<file path="config.mk">
export PLATFORM = sky130hd
export DESIGN_NAME = bram_rd_stream
export DESIGN_NICKNAME = d
export VERILOG_FILES = /design/src/rtl/bram_rd_stream.sv
export SDC_FILE = /design/constraint.sdc
export NUM_CORES = 1
export LEC_CHECK = 0
export BUFFER_PORTS_ARGS = -buffer_cell sky130_fd_sc_hd__buf_2
export CAP_MARGIN = 15
export CORE_MARGIN = 1
export CORE_UTILIZATION = 35
export CTS_BUF_LIST = sky130_fd_sc_hd__clkbuf_8
export DETAILED_ROUTE_END_ITERATION = 7
export SLEW_MARGIN = 5
export SYNTH_ARGS = -nofsm -noshare
export SYNTH_HDL_FRONTEND = slang
export SYNTH_SLANG_ARGS = --single-unit
</file>
<file path="constraint.sdc">
create_clock -name clk -period 5.62 [get_ports clk]
set_input_delay 0.281 -clock clk [delete_from_list [all_inputs] [get_ports clk]]
set_output_delay 0.281 -clock clk [all_outputs]
set_load 0.01 [all_outputs]
</file>
<file path="src/rtl/bram_rd_stream.sv">
// Burst reader for a registered-read block RAM, streamed out valid/ready.
// Optional out_last port enabled by defining BRAM_RD_STREAM_LAST_EN.
module bram_rd_stream #(
  parameter int WIDTH  = 32,
  parameter int AWIDTH = 10
) (
  input  logic              clk,
  input  logic              resetn,
  input  logic              start,
  input  logic [AWIDTH-1:0] base_addr,
  input  logic [AWIDTH-1:0] len,
  output logic              busy,
  output logic              done,
  output logic              re,
  output logic [AWIDTH-1:0] rd_addr,
  input  logic [WIDTH-1:0]  rd_data,
  output logic [WIDTH-1:0]  out_data,
  output logic              out_valid,
`ifdef BRAM_RD_STREAM_LAST_EN
  output logic              out_last,
`endif
  input  logic              out_ready
);

  typedef enum logic [1:0] {
    S_IDLE,
    S_RUN,
    S_DRAIN
  } state_t;

  state_t state_q, state_d;

  logic [AWIDTH-1:0] addr_q, addr_d;
  logic [AWIDTH-1:0] len_q, len_d;
  logic [AWIDTH-1:0] cnt_q, cnt_d;

  logic inflight_q, inflight_d;
  logic infl_last_q, infl_last_d;

  logic             skid_valid_q, skid_valid_d;
  logic [WIDTH-1:0] skid_data_q, skid_data_d;
  logic             skid_last_q, skid_last_d;

  logic             out_valid_q, out_valid_d;
  logic [WIDTH-1:0] out_data_q, out_data_d;
  logic             out_last_q, out_last_d;

  logic done_q, done_d;

  logic       hs;
  logic [1:0] occ;
  logic       room;
  logic       issue;
  logic       last_issue;
  logic       load_out;

  always_comb begin
    hs         = out_valid_q & out_ready;
    // A word leaving this cycle frees its slot for the read issued now.
    occ        = 2'(inflight_q) + 2'(out_valid_q) + 2'(skid_valid_q);
    room       = (occ - 2'(hs)) < 2'd2;
    issue      = (state_q == S_RUN) && room;
    last_issue = issue && (cnt_q == len_q);
    load_out   = !out_valid_q || hs;

    state_d      = state_q;
    addr_d       = addr_q;
    len_d        = len_q;
    cnt_d        = cnt_q;
    done_d       = 1'b0;
    inflight_d   = issue;
    infl_last_d  = last_issue;
    skid_valid_d = skid_valid_q;
    skid_data_d  = skid_data_q;
    skid_last_d  = skid_last_q;
    out_valid_d  = out_valid_q;
    out_data_d   = out_data_q;
    out_last_d   = out_last_q;

    unique case (state_q)
      S_IDLE: begin
        // Start coinciding with the done pulse is dropped.
        if (start && !done_q) begin
          state_d = S_RUN;
          addr_d  = base_addr;
          len_d   = len;
          cnt_d   = '0;
        end
      end
      S_RUN: begin
        if (issue) begin
          addr_d = addr_q + AWIDTH'(1);
          cnt_d  = cnt_q + AWIDTH'(1);
          if (last_issue) begin
            state_d = S_DRAIN;
          end
        end
      end
      S_DRAIN: begin
        if (hs && out_last_q) begin
          state_d = S_IDLE;
          done_d  = 1'b1;
        end
      end
      default: begin
        state_d = S_IDLE;
      end
    endcase

    if (load_out) begin
      if (skid_valid_q) begin
        out_valid_d  = 1'b1;
        out_data_d   = skid_data_q;
        out_last_d   = skid_last_q;
        skid_valid_d = inflight_q;
        skid_data_d  = rd_data;
        skid_last_d  = infl_last_q;
      end else if (inflight_q) begin
        out_valid_d = 1'b1;
        out_data_d  = rd_data;
        out_last_d  = infl_last_q;
      end else begin
        out_valid_d = 1'b0;
        out_last_d  = 1'b0;
      end
    end else if (inflight_q) begin
      skid_valid_d = 1'b1;
      skid_data_d  = rd_data;
      skid_last_d  = infl_last_q;
    end
  end

  always_ff @(posedge clk) begin
    if (!resetn) begin
      state_q      <= S_IDLE;
      addr_q       <= '0;
      len_q        <= '0;
      cnt_q        <= '0;
      done_q       <= 1'b0;
      inflight_q   <= 1'b0;
      infl_last_q  <= 1'b0;
      skid_valid_q <= 1'b0;
      skid_data_q  <= '0;
      skid_last_q  <= 1'b0;
      out_valid_q  <= 1'b0;
      out_data_q   <= '0;
      out_last_q   <= 1'b0;
    end else begin
      state_q      <= state_d;
      addr_q       <= addr_d;
      len_q        <= len_d;
      cnt_q        <= cnt_d;
      done_q       <= done_d;
      inflight_q   <= inflight_d;
      infl_last_q  <= infl_last_d;
      skid_valid_q <= skid_valid_d;
      skid_data_q  <= skid_data_d;
      skid_last_q  <= skid_last_d;
      out_valid_q  <= out_valid_d;
      out_data_q   <= out_data_d;
      out_last_q   <= out_last_d;
    end
  end

  assign busy      = (state_q != S_IDLE);
  assign done      = done_q;
  assign re        = issue;
  assign rd_addr   = addr_q;
  assign out_data  = out_data_q;
  assign out_valid = out_valid_q;
`ifdef BRAM_RD_STREAM_LAST_EN
  assign out_last  = out_last_q;
`endif

endmodule

</file>
**Yosys cells after proc, flatten, opt, wreduce, memory -nomap -nowiden**

Index checks and enable logic that the tools add are counted.

- Logic and storage cells: 72
- Input port bits: 56
- Bits in registers: 103

- Reduce and logical (&&, ||, !) cells: 18
- Equality and inequality tests: 8
- $lt $le $gt $ge: 1
- Bitwise gates (word level): 1
- Mux-type cells: 26
- Add/sub/neg operators: 5

Operator list:

| cell | number |
|---|---|
| 32-bit two-way mux | 4 |
| 10-bit two-way mux | 4 |
| 10-bit case mux with 2 select lines | 2 |
| 10-bit by 1-bit adder with 10-bit output (second input constant) | 2 |
| 1-bit two-way mux | 11 |
| 10-bit equality test | 1 |
| 2-bit != test (second input constant) | 5 |
| 2-bit two-way mux | 4 |
| 2-bit AND reduction | 4 |
| 2-bit nonzero test | 4 |
| 2-bit case mux with 3 select lines | 1 |
| 1-bit logical AND | 4 |
| 4-bit AND reduction | 1 |
| 3-bit AND reduction | 1 |
| 1-bit by 1-bit adder with 2-bit output | 1 |
| 2-bit by 1-bit adder with 2-bit output | 1 |
| 2-bit by 1-bit equality test with 1-bit output (second input constant) | 1 |
| 2-bit equality test (second input constant) | 1 |
| 1-bit logical NOT | 2 |
| 2-bit logical NOT | 1 |
| 2-bit less-than comparator (second input constant) | 1 |
| 2-bit by 1-bit subtractor with 2-bit output | 1 |
| 1-bit bitwise AND | 1 |
| 1-bit logical OR | 1 |

**Longest topological paths before layout**

- Word-level depth: 9
- Depth in mapped cells: 10
- Depth with buffers taken out: 9

**Worst setup path before layout**

Ideal clock, no wire load.

- Path kind: register to register
- Start: register out_valid_q, in the netlist out_valid
- End: register addr_q[3], in the netlist rd_addr[3]
- Data arrival time: 2.132 ns
- Path buffers: 2
- Path slack: 3.396 ns
- Data required time: 5.528 ns
- Cell stages (with the launch flop): 11
- Setup time: 0.092 ns
- Cell sequence: dfxtp_1 -> and2_1 -> ha_1 -> inv_1 -> ha_1 -> a21oi_1 -> mux2i_1 -> buf_2 -> buf_2 -> a22oi_1 -> o32ai_1

- Word-level cells in the longest chain between the ends: 7
- Elaborated cells between the ends (all ways): 8
- Classes of those cells: 3 x add/sub; 1 x order compare; 1 x eq/ne; 1 x bitwise; 2 x reduce/logical

RTL lines:

| item | line | text |
|---|---|---|
| start: declaration | 44 | `logic out_valid_q, out_valid_d;` |
| start signal: assignment | 159 | `out_valid_q <= out_valid_d;` |
| 1-bit by 1-bit adder with 2-bit output | 60 | `occ = 2'(inflight_q) + 2'(out_valid_q) + 2'(skid_valid_q);` |
| 2-bit by 1-bit adder with 2-bit output | 60 |  |
| 2-bit by 1-bit subtractor with 2-bit output (*) | 61 | `room = (occ - 2'(hs)) < 2'd2;` |
| 2-bit less-than comparator (*) | 61 |  |
| 1-bit logical AND (*) | 62 | `issue = (state_q == S_RUN) && room;` |
| 2-bit != test (no line) (*) | n/a |  |
| 3-bit AND reduction (no line) (*) | n/a |  |
| end signal: assignment | 150 | `addr_q <= addr_d;` |
| end: declaration | 33 | `logic [AWIDTH-1:0] addr_q, addr_d;` |

Every way passes the cells marked *; elsewhere a longest branch is shown, timed or not.
A chain may end at the register's enable or synchronous reset.

**Worst setup path after layout**

- Start: register inflight_q
- End: output port re

- Word-level cells in the longest chain between the ends: 5

RTL lines:

| item | line | text |
|---|---|---|
| start: declaration | 37 | `logic inflight_q, inflight_d;` |
| start signal: assignment | 154 | `inflight_q <= inflight_d;` |
| 1-bit by 1-bit adder with 2-bit output | 60 |  |
| 2-bit by 1-bit adder with 2-bit output | 60 |  |
| 2-bit by 1-bit subtractor with 2-bit output | 61 |  |
| 2-bit less-than comparator | 61 |  |
| 1-bit logical AND | 62 |  |
| end: declaration | 14 | `output logic re,` |

No other way between the ends.

==> impl_metrics.ini <==
[place]
portBuffers = 101
gp_congestion = 0.803
post-place-ws_ns = 2.89
place_hpwl_mm = 7.09
place_inst = 745

[global_route]
grt_pass1_wl_mm = 17.0
grt_max_degree = 60
antenna_found_initial = 0
overflow = 0
first_global_vias = 3559
grtUsageTotal_pct = 16.2

[route]
drt_wl_total_mm = 10.6
drc_errors = 0
drtIter0Drc = 177
num_vias = 3821
routedWlPerCell_um = 13.9
firstDrtPassIters = 4
final_antenna_net_count = 0
drt-vias-per-instance = 5.03

[timing]
fin_skew_ns = 0.0128
fmax_mhz = 355
hold_viol_final = 0
max_slew_margin_pct = 33.5
finalSetupViolations = 0
worst_slack_ns = 2.80
fin_crit_sh_pct = 50.1
setup_tns_ns = 0
finalMaxSlewViolations = 0
min_period_ns = 2.82
tightest_slew_ns = 0.996
grt_setup_unrepaired = no

[critical_path]
path_max_fanout = 20
critPathKind = flop to primary output
path_cells = inv_1 > ha_1 > inv_1 > ha_1 > a21oi_1 > mux2i_1 > buf_4 > inv_2 > buf_2
crit_required_ns = 5.34
critPathSlowestCell = dfxtp_1
path_buf_inv = 5
crit_family = buffers and inverters
critPathLaunchType = flop
cpPeakStageDelay_ns = 0.48
cp-end-kind = primary output
cp.arrival_ns = 2.54

[synthesis]
yosysTopAreaCell = dfxtp_1
synth_cell_types = 48
synth_area_leaders = dfxtp_1 45%, mux2i_1 16%, nor2_1 6.5%
synth_most_common_cell = dfxtp_1
synth-seq-cells = 103
synth_edf_count = 0
synth_commonest_cells = 103 x dfxtp_1, 79 x nor2_1, 72 x mux2i_1
synthFlopType = dfxtp_1
synthArstFlopShare_pct = 0
avgSynthCellArea_um2 = 9.13
synth_top_cell_area_share_pct = 44.9
synth.cell_area_um2 = 4590
syn_nets = 563
synth_cells = 503
ys_seq_area_share_pct = 44.9
synth_warnings = 0

[clocking]
cts_tree = yes
cts_inserted_buffers = 9
clkSlewWorstSetupHoldPaths_ns = 0.09
ctsLongestPathBuffers = 2
cts-resized-gates = 0
clk_latency_ns = 0.38
post_cts_buffers = 0
htreeDepth = 3
root_buffer = clkbuf_8
cts_sinks = 103
holdBufCountCts = 0

[floorplanning]
dieHeight_um = 117
initial_utilization_pct = 36.1
core_area_um2 = 12700
ioPinCount = 102
row_count = 41
dieWidth_um = 117
dieArea_um2 = 13600

[finish]
fill_cells = 1338
drive_above_1_share_pct = 22.7
finalNetCount = 644
instances_no_fill = 759
diodes = 0
syn_to_final_growth_pct = 17.4

[power]
powerDensity_nw_per_um2 = 295
leakage_nw = 2.40
ir_drop_v = 0.000227

[flow_run]
maxCapViolCount = 0

[run_status]
outcome = finished clean

[hold_path]
worstHoldPathType = input pin to flop
## cells in the final DEF, fill, tap and decap left out, types with 3 or more instances in the layout
| master | n |
|---|---|
| nand3_1 | 4 |
| mux2i_1 | 72 |
| buf_2 | 101 |
| nor3_1 | 8 |
| xor2_1 | 11 |
| or3_1 | 6 |
| clkbuf_8 | 9 |
| a211oi_1 | 32 |
| nor2_1 | 79 |
| nand2_1 | 46 |
| dfxtp_1 | 102 |
| buf_4 | 6 |
| ha_1 | 4 |
| nor3b_1 | 3 |
| nand4_1 | 5 |
| o221a_2 | 3 |
| a21oi_1 | 29 |
| a22oi_1 | 4 |
| nor4_1 | 4 |
| o21ai_0 | 5 |
| o32ai_1 | 6 |
| and3_1 | 3 |
| o2111ai_1 | 3 |
| inv_1 | 7 |
## state kept, by name, summed over array words and instances, names as in the netlist, 2 cells and up
register,flops
rd_addr,10
skid_data_q,32
cnt_q,10
len_q,10
out_data,32
state_q,2
## kinds of logic (layout without fill, tap and decap cells)
kind of cell / Yosys count / after routing / share of synthesized area [%]
AND/OR/NAND/NOR: 174 / 174 / 17.2
flip-flops: 103 / 103 / 44.9
AO/OA/AOI/OAI: 92 / 92 / 13.9
multiplexers: 74 / 74 / 16.2
buffers and inverters: 45 / 129 / 4.58
XOR/XNOR: 11 / 11 / 2.10
adder cells (fa/ha/maj): 4 / 4 / 1.09
## report_power, final
group | total, W | switching (W) | internal, W
Combinational | 0.000281 | 0.000164 | 0.000117
Clock | 0.000493 | 0.000249 | 0.000244
Sequential | 0.000816 | 0.0000386 | 0.000778
## worst reg2reg max path, delay by kind of cell, from the launching register on
kind | cells | cell delay (ns)
fa+ha+maj | 2 | 0.55
buf+inv | 4 | 0.52
compound gates | 2 | 0.52
flops | 1 | 0.48
simple gates | 1 | 0.40
mux | 1 | 0.22
## per-layer routing
layer	part of all wire (%)	GRT usage [%]	up-vias	wire [µm]
li1	-	-	1949	-
met1	45	19.0	1769	4740
met2	47	27.3	99	4940
met3	7.6	6.64	4	802
met4	0.79	4.30	0	83
met5	0	0	-	0
## cell type report
class / instances / area (µm²) / share of cell area, %
clock buffers: 9 / 124 / 2.30
clock inverters: 5 / 76.3 / 1.41
inverters: 8 / 30.0 / 0.557
multi-input cells: 355 / 2330 / 43.3
flip-flops and latches: 103 / 2060 / 38.3
well taps: 172 / 215 / 3.99
repair buffers: 107 / 551 / 10.2
## per-stage QoR
step	hold WS (ns)	instance area (µm²)	total power, W	utilization, %
final	0.142	5390	0.00159	42.4
after global routing	0.122	5390	0.00168	42.4
after CTS	0.120	5390	0.00162	42.4
after detailed placement	0.463	5190	0.00112	40.8
after global placement	0.461	5190	0.00111	40.8
after floorplan	0.417	4590	0.00102	-
## path summary, 6_finish.rpt
path / depth (start not counted) / slack, ns / to / from
worst max-delay path: 9 / 2.80 / re / inflight_q$_SDFF_PN0_
worst max register to register: 10 / 2.91 / rd_addr[5]$_SDFFE_PN0P_ / inflight_q$_SDFF_PN0_
worst min register to register: 2 / 0.48 / len_q[1]$_SDFFE_PN0P_ / len_q[1]$_SDFFE_PN0P_
worst min-delay path: 3 / 0.14 / len_q[6]$_SDFFE_PN0P_ / len[6]
(Power assumes the default switching activity.)
